--- config.mk ---
export PLATFORM = sky130hd
export DESIGN_NAME = aes_slice_sequencer
export DESIGN_NICKNAME = d
export VERILOG_FILES = /design/src/rtl/aes_slice_sequencer.sv
export SDC_FILE = /design/constraint.sdc
export NUM_CORES = 1
export LEC_CHECK = 0
export ABC_AREA = 0
export CAP_MARGIN = 15
export CORE_MARGIN = 2
export CORE_UTILIZATION = 45
export DETAILED_ROUTE_END_ITERATION = 12
export GPL_ROUTABILITY_DRIVEN = 0
export GPL_TIMING_DRIVEN = 0
export MAX_ROUTING_LAYER = met4
export PLACE_DENSITY = 0.77
export SYNTH_ARGS = -nofsm -noshare
export SYNTH_HDL_FRONTEND = slang
export SYNTH_SLANG_ARGS = --single-unit
--- constraint.sdc ---
create_clock -name clk -period 1.8 [get_ports clk]
set_input_delay 0.45 -clock clk [delete_from_list [all_inputs] [get_ports clk]]
set_output_delay 0.45 -clock clk [all_outputs]
set_load 0.005 [all_outputs]
--- src/rtl/aes_slice_sequencer.sv ---
// ----------------------------------------------------------------------------
// aes_slice_sequencer
//
// Walks the AES result mux select through every 16-bit slice of the 128-bit
// result. Each slice is held for DWELL cycles. On the last cycle of the dwell
// the mux word is captured, and a one-cycle valid strobe flags the new word.
// A scan either runs once and ends with a done pulse, or loops until stopped.
//
// Ports
//   clk           in   system clock, rising edge
//   rst_n         in   synchronous active-low reset
//   start_i       in   pulse: begin a scan (only honoured in IDLE)
//   stop_i        in   abort the scan and return to IDLE
//   mode_loop_i   in   1 = continuous scanning, sampled when start is accepted
//   mux_data_i    in   AES mux output for the current select
//   sel_o         out  slice select to the AES mux
//   word_out_o    out  last captured slice word
//   word_idx_o    out  slice index of word_out_o
//   word_valid_o  out  one-cycle pulse when word_out_o/word_idx_o update
//   busy_o        out  high while scanning
//   done_o        out  one-cycle pulse at the end of a single scan
// ----------------------------------------------------------------------------
module aes_slice_sequencer #(
   parameter int DWELL      = 4,
   parameter int NUM_SLICES = 8,
   parameter int SEL_W      = 3,
   parameter int DATA_W     = 16
) (
   input  logic              clk,
   input  logic              rst_n,
   input  logic              start_i,
   input  logic              stop_i,
   input  logic              mode_loop_i,
   input  logic [DATA_W-1:0] mux_data_i,
   output logic [SEL_W-1:0]  sel_o,
   output logic [DATA_W-1:0] word_out_o,
   output logic [SEL_W-1:0]  word_idx_o,
   output logic              word_valid_o,
   output logic              busy_o,
   output logic              done_o
);

   localparam int                CNT_W      = $clog2(DWELL + 1);
   localparam logic [CNT_W-1:0]  CNT_RELOAD = CNT_W'(DWELL - 1);
   localparam logic [SEL_W-1:0]  LAST_SEL   = SEL_W'(NUM_SLICES - 1);

   typedef enum logic [1:0] {
      ST_IDLE = 2'd0,
      ST_SCAN = 2'd1,
      ST_DONE = 2'd2
   } state_e;

   state_e              state_q, state_d;
   logic [SEL_W-1:0]    sel_q, sel_d;
   logic [CNT_W-1:0]    cnt_q, cnt_d;
   logic [DATA_W-1:0]   word_q, word_d;
   logic [SEL_W-1:0]    idx_q, idx_d;
   logic                valid_q, valid_d;
   logic                busy_q, busy_d;
   logic                done_q, done_d;
   logic                loop_q, loop_d;

   // State and output registers with synchronous active-low reset.
   always_ff @(posedge clk) begin
      if (!rst_n) begin
         state_q <= ST_IDLE;
         sel_q   <= {SEL_W{1'b0}};
         cnt_q   <= {CNT_W{1'b0}};
         word_q  <= {DATA_W{1'b0}};
         idx_q   <= {SEL_W{1'b0}};
         valid_q <= 1'b0;
         busy_q  <= 1'b0;
         done_q  <= 1'b0;
         loop_q  <= 1'b0;
      end else begin
         state_q <= state_d;
         sel_q   <= sel_d;
         cnt_q   <= cnt_d;
         word_q  <= word_d;
         idx_q   <= idx_d;
         valid_q <= valid_d;
         busy_q  <= busy_d;
         done_q  <= done_d;
         loop_q  <= loop_d;
      end
   end

   // Next-state and next-output logic for the IDLE/SCAN/DONE sequencer.
   always_comb begin
      state_d = state_q;
      sel_d   = sel_q;
      cnt_d   = cnt_q;
      word_d  = word_q;
      idx_d   = idx_q;
      valid_d = 1'b0;
      busy_d  = busy_q;
      done_d  = 1'b0;
      loop_d  = loop_q;

      case (state_q)
         ST_IDLE: begin
            // A simultaneous stop cancels the start.
            if (start_i && !stop_i) begin
               state_d = ST_SCAN;
               sel_d   = {SEL_W{1'b0}};
               cnt_d   = CNT_RELOAD;
               loop_d  = mode_loop_i;
               busy_d  = 1'b1;
            end else begin
               state_d = ST_IDLE;
            end
         end

         ST_SCAN: begin
            // Stop takes priority over a capture due on the same edge.
            if (stop_i) begin
               state_d = ST_IDLE;
               sel_d   = {SEL_W{1'b0}};
               cnt_d   = {CNT_W{1'b0}};
               busy_d  = 1'b0;
            end else if (cnt_q != {CNT_W{1'b0}}) begin
               cnt_d = cnt_q - CNT_W'(1);
            end else begin
               word_d  = mux_data_i;
               idx_d   = sel_q;
               valid_d = 1'b1;
               cnt_d   = CNT_RELOAD;
               if (sel_q != LAST_SEL) begin
                  sel_d = sel_q + SEL_W'(1);
               end else if (loop_q) begin
                  sel_d = {SEL_W{1'b0}};
               end else begin
                  state_d = ST_DONE;
                  sel_d   = {SEL_W{1'b0}};
                  busy_d  = 1'b0;
                  done_d  = 1'b1;
               end
            end
         end

         ST_DONE: begin
            // Single-cycle state; start is ignored here.
            state_d = ST_IDLE;
            sel_d   = {SEL_W{1'b0}};
            busy_d  = 1'b0;
         end

         default: begin
            state_d = ST_IDLE;
            sel_d   = {SEL_W{1'b0}};
            cnt_d   = {CNT_W{1'b0}};
            busy_d  = 1'b0;
         end
      endcase
   end

   assign sel_o        = sel_q;
   assign word_out_o   = word_q;
   assign word_idx_o   = idx_q;
   assign word_valid_o = valid_q;
   assign busy_o       = busy_q;
   assign done_o       = done_q;

endmodule

==> results_dict.tcl <==
set metrics [dict create \
    dr_total_vias 1163 \
    syn-cell-area_sq_um 1380 \
    min_period_over_period 0.955 \
    crit_path_max_incr_delay_ns 0.53 \
    drive_gt1_frac 0.0876 \
    status "completed" \
    dpl.hpwl_microns 2120 \
    root_buffer "clkbuf_4" \
    endpoint_kind "flop" \
    clockPowerShare 0.341 \
    synth_cell_types 29 \
    combPwrFrac 0.132 \
    skew_ns 0.00723 \
    seqPwrFrac 0.527 \
    synthToLayoutAreaGrowth_pct 40.1 \
    ys_seq_area_frac 0.450 \
    top_usage_layer "met2" \
    htreeDepth 2 \
    clock_latency_ns 0.33 \
    dr.pass1.iters 4 \
    crit_start "stop_i" \
    grt_pass1_wl_microns 4890 \
    max_cap_violations 0 \
    antenna_cells 0 \
    grt_max_degree 11 \
    antenna_found_initial 0 \
    max_freq_mhz 582 \
    clk_path_buf_depth 2 \
    die_area_sq_um 3520 \
    worst_r2r_endpoint "word_out_o[8]$_SDFFE_PN0P_" \
    syn_nets 167 \
    cts_made_buffers 5 \
    rows 20 \
    tightest_slew_ns 0.458 \
    slew_viol_final 0 \
    place_inst 219 \
    grt_use_total 0.192 \
    wl_per_cell_microns 12.5 \
    synth_top_area_frac 0.450 \
    rsz0062_at_grt "no" \
    whs_ns 0.461 \
    synthTopCellsByArea "dfxtp_1 (45%), mux2i_1 (16%), nand2_1 (12%), ha_1 (3.6%), buf_12 (2.9%)" \
    final-hold-violation-count 0 \
    r2r_slack_ns 0.26 \
    fp.dieW_microns 59.3 \
    gr-usage-met1 0.218 \
    irDropWorstVdd_mv 0.494 \
    layout_common_cells "clkdlybuf4s50_1 (44), nand2_1 (43), dfxtp_1 (30)" \
    worstHoldStart "word_idx_o[2]$_SDFFE_PN0P_" \
    crit_required_ns 2.06 \
    crit_path_frequent_cell "buf_12" \
    path_cells "clkdlybuf4s50_1 > nor3b_2 > and2_4 > buf_12 > buf_12 > mux2i_1" \
    final_common_cell "clkdlybuf4s50_1" \
    cts.sinks 31 \
    path_class "input port to flop" \
    start_util 0.463 \
    cp_max_fo 10 \
    drc 0 \
    hold-path-cell-count 2 \
    ctsHoldBuffers 0 \
    r2r_start "cnt_q[0]$_SDFFE_PN0P_" \
    finalSetupViolations 0 \
    power.leakage_nw 0.711 \
    final_cells 227 \
    hp-class "flop to flop" \
    yosys.area.top_type "dfxtp_1" \
    cts_tree "done" \
    ant_nets 0 \
    path_clk_slew_ns 0.09 \
    avgSynthCellArea_sq_um 9.70 \
    pin_count 46 \
    whs_endpoint "word_idx_o[2]$_SDFFE_PN0P_" \
    relSlewSlack 0.695 \
    synth-seq-cells 31 \
    reg2reg_depth 7 \
    crit_slowest_cell "clkdlybuf4s50_1" \
    met3_usage 0.0677 \
    switching_share 0.233 \
    fin_crit_ns 1.72 \
    drt_wl_total_microns 2840 \
    switchingPower_mw 0.314 \
    io_buffer_count 44 \
    start_kind "input port" \
    synthCells 142 \
    coreArea_sq_um 2980 \
    fp.dieH_microns 59.3 \
    fin_nets 218 \
    yosysWarnings 0 \
    drt_iter0_markers 25 \
    intPower_mw 1.04 \
    power_density_nw_per_um2 700 \
    grt_pass1_vias 1180 \
    gr-total-overflow 0 \
    via_per_inst 5.12 \
    grt_use_met2 0.309 \
    crit_arrival_ns 1.98 \
]
-- per-stage QoR --
step	total power [mW]	setup TNS (ns)	utilization	worst slack, ns	cell area (sq um)
finish	1.35	0	0.648	0.0808	1930
CTS	1.36	0	0.647	0.0184	1930
floorplan	0.823	0	-	0.415	1380
global placement	0.902	-2.87	0.624	-0.219	1860
detailed placement	0.906	-3.37	0.624	-0.264	1860
global route	1.42	0	0.648	0.0152	1930
-- synth_stat cells --
master     n
nor4b_1    1
and2b_1    1
nor2_1     2
nand2_1   43
a21oi_1    1
o221a_2    1
dfxtp_1   31
nor2b_1    3
buf_12     2
o21ai_0    1
ha_1       4
nor3b_2    1
and2b_2    1
and3_2     1
o21a_1     3
o32ai_1    1
nor4b_4    1
clkbuf_1   6
o22ai_1    3
nand4b_1   1
buf_6      1
or3b_1     1
and2_1     2
mux2i_1   22
nand3b_1   3
and2_4     1
inv_1      2
or2b_1     1
o22a_1     1
-- final cells by class --
type / count / area [sq um]
clock buffers: 8 / 68.8
multi-input cells: 100 / 676
plain buffers: 9 / 73.8
well taps: 33 / 41.3
fillers: 254 / 1050
inverters: 2 / 7.51
repair buffers: 44 / 440
flip-flops and latches: 31 / 622
-- kinds of logic (layout without fill, tap and decap cells) --
logic type,after synthesis,in the layout,synth area share
AND/OR/NAND/NOR,63,63,0.236
flip-flops,31,31,0.451
adder cells (fa/ha/maj),4,4,0.0363
multiplexers,22,22,0.160
buffers and inverters,11,63,0.0590
AO/OA/AOI/OAI,11,11,0.0581
-- power groups by stage --
stage	registers (mW)	logic [mW]	clock network, mW
finish	0.711	0.179	0.460
global route	0.713	0.197	0.509
CTS	0.711	0.181	0.471
detailed placement	0.726	0.180	0
global placement	0.726	0.175	0
floorplan	0.727	0.0957	0
-- what timing repair did --
action,in CTS,in global routing
resized for setup,0,1
hold endpoints to repair,0,0
setup buffers,0,0
endpoints found under the setup margin,0,1
-- per-layer routing --
| layer | routed length, microns | up-vias | share of wire |
|---|---|---|---|
| met5 | 0 | - | 0 |
| met4 | 36 | 0 | 0.013 |
| met3 | 156 | 7 | 0.055 |
| met2 | 1370 | 32 | 0.48 |
| met1 | 1270 | 547 | 0.45 |
| li1 | - | 577 | - |
-- registers in the layout, summed over array words and instances, names as in the netlist --
register / cells
state_q: 2
busy_o: 1
word_idx_o: 3
loop_q: 1
word_valid_o: 1
sel_o: 3
cnt_q: 3
done_o: 1
word_out_o: 16
-- worst max path at each step --
stage	cells after the start	to	slack (ns)
after floorplan	7	word_out_o[10]$_SDFFE_PN0P_	0.41
after global placement	6	word_out_o[7]$_SDFFE_PN0P_	-0.22
after detailed placement	6	word_out_o[8]$_SDFFE_PN0P_	-0.26
after CTS	1	sel_o[0]	0.02
after global routing	6	word_out_o[6]$_SDFFE_PN0P_	0.02
final	6	word_out_o[8]$_SDFFE_PN0P_	0.08
-- worst max-delay path, delay by kind of cell --
| family | cells | cell delay, ns |
|---|---|---|
| muxes | 1 | 0.19 |
| and+or+nand+nor | 2 | 0.52 |
| buffers and inverters | 3 | 0.80 |
(Power assumes the default switching activity.)
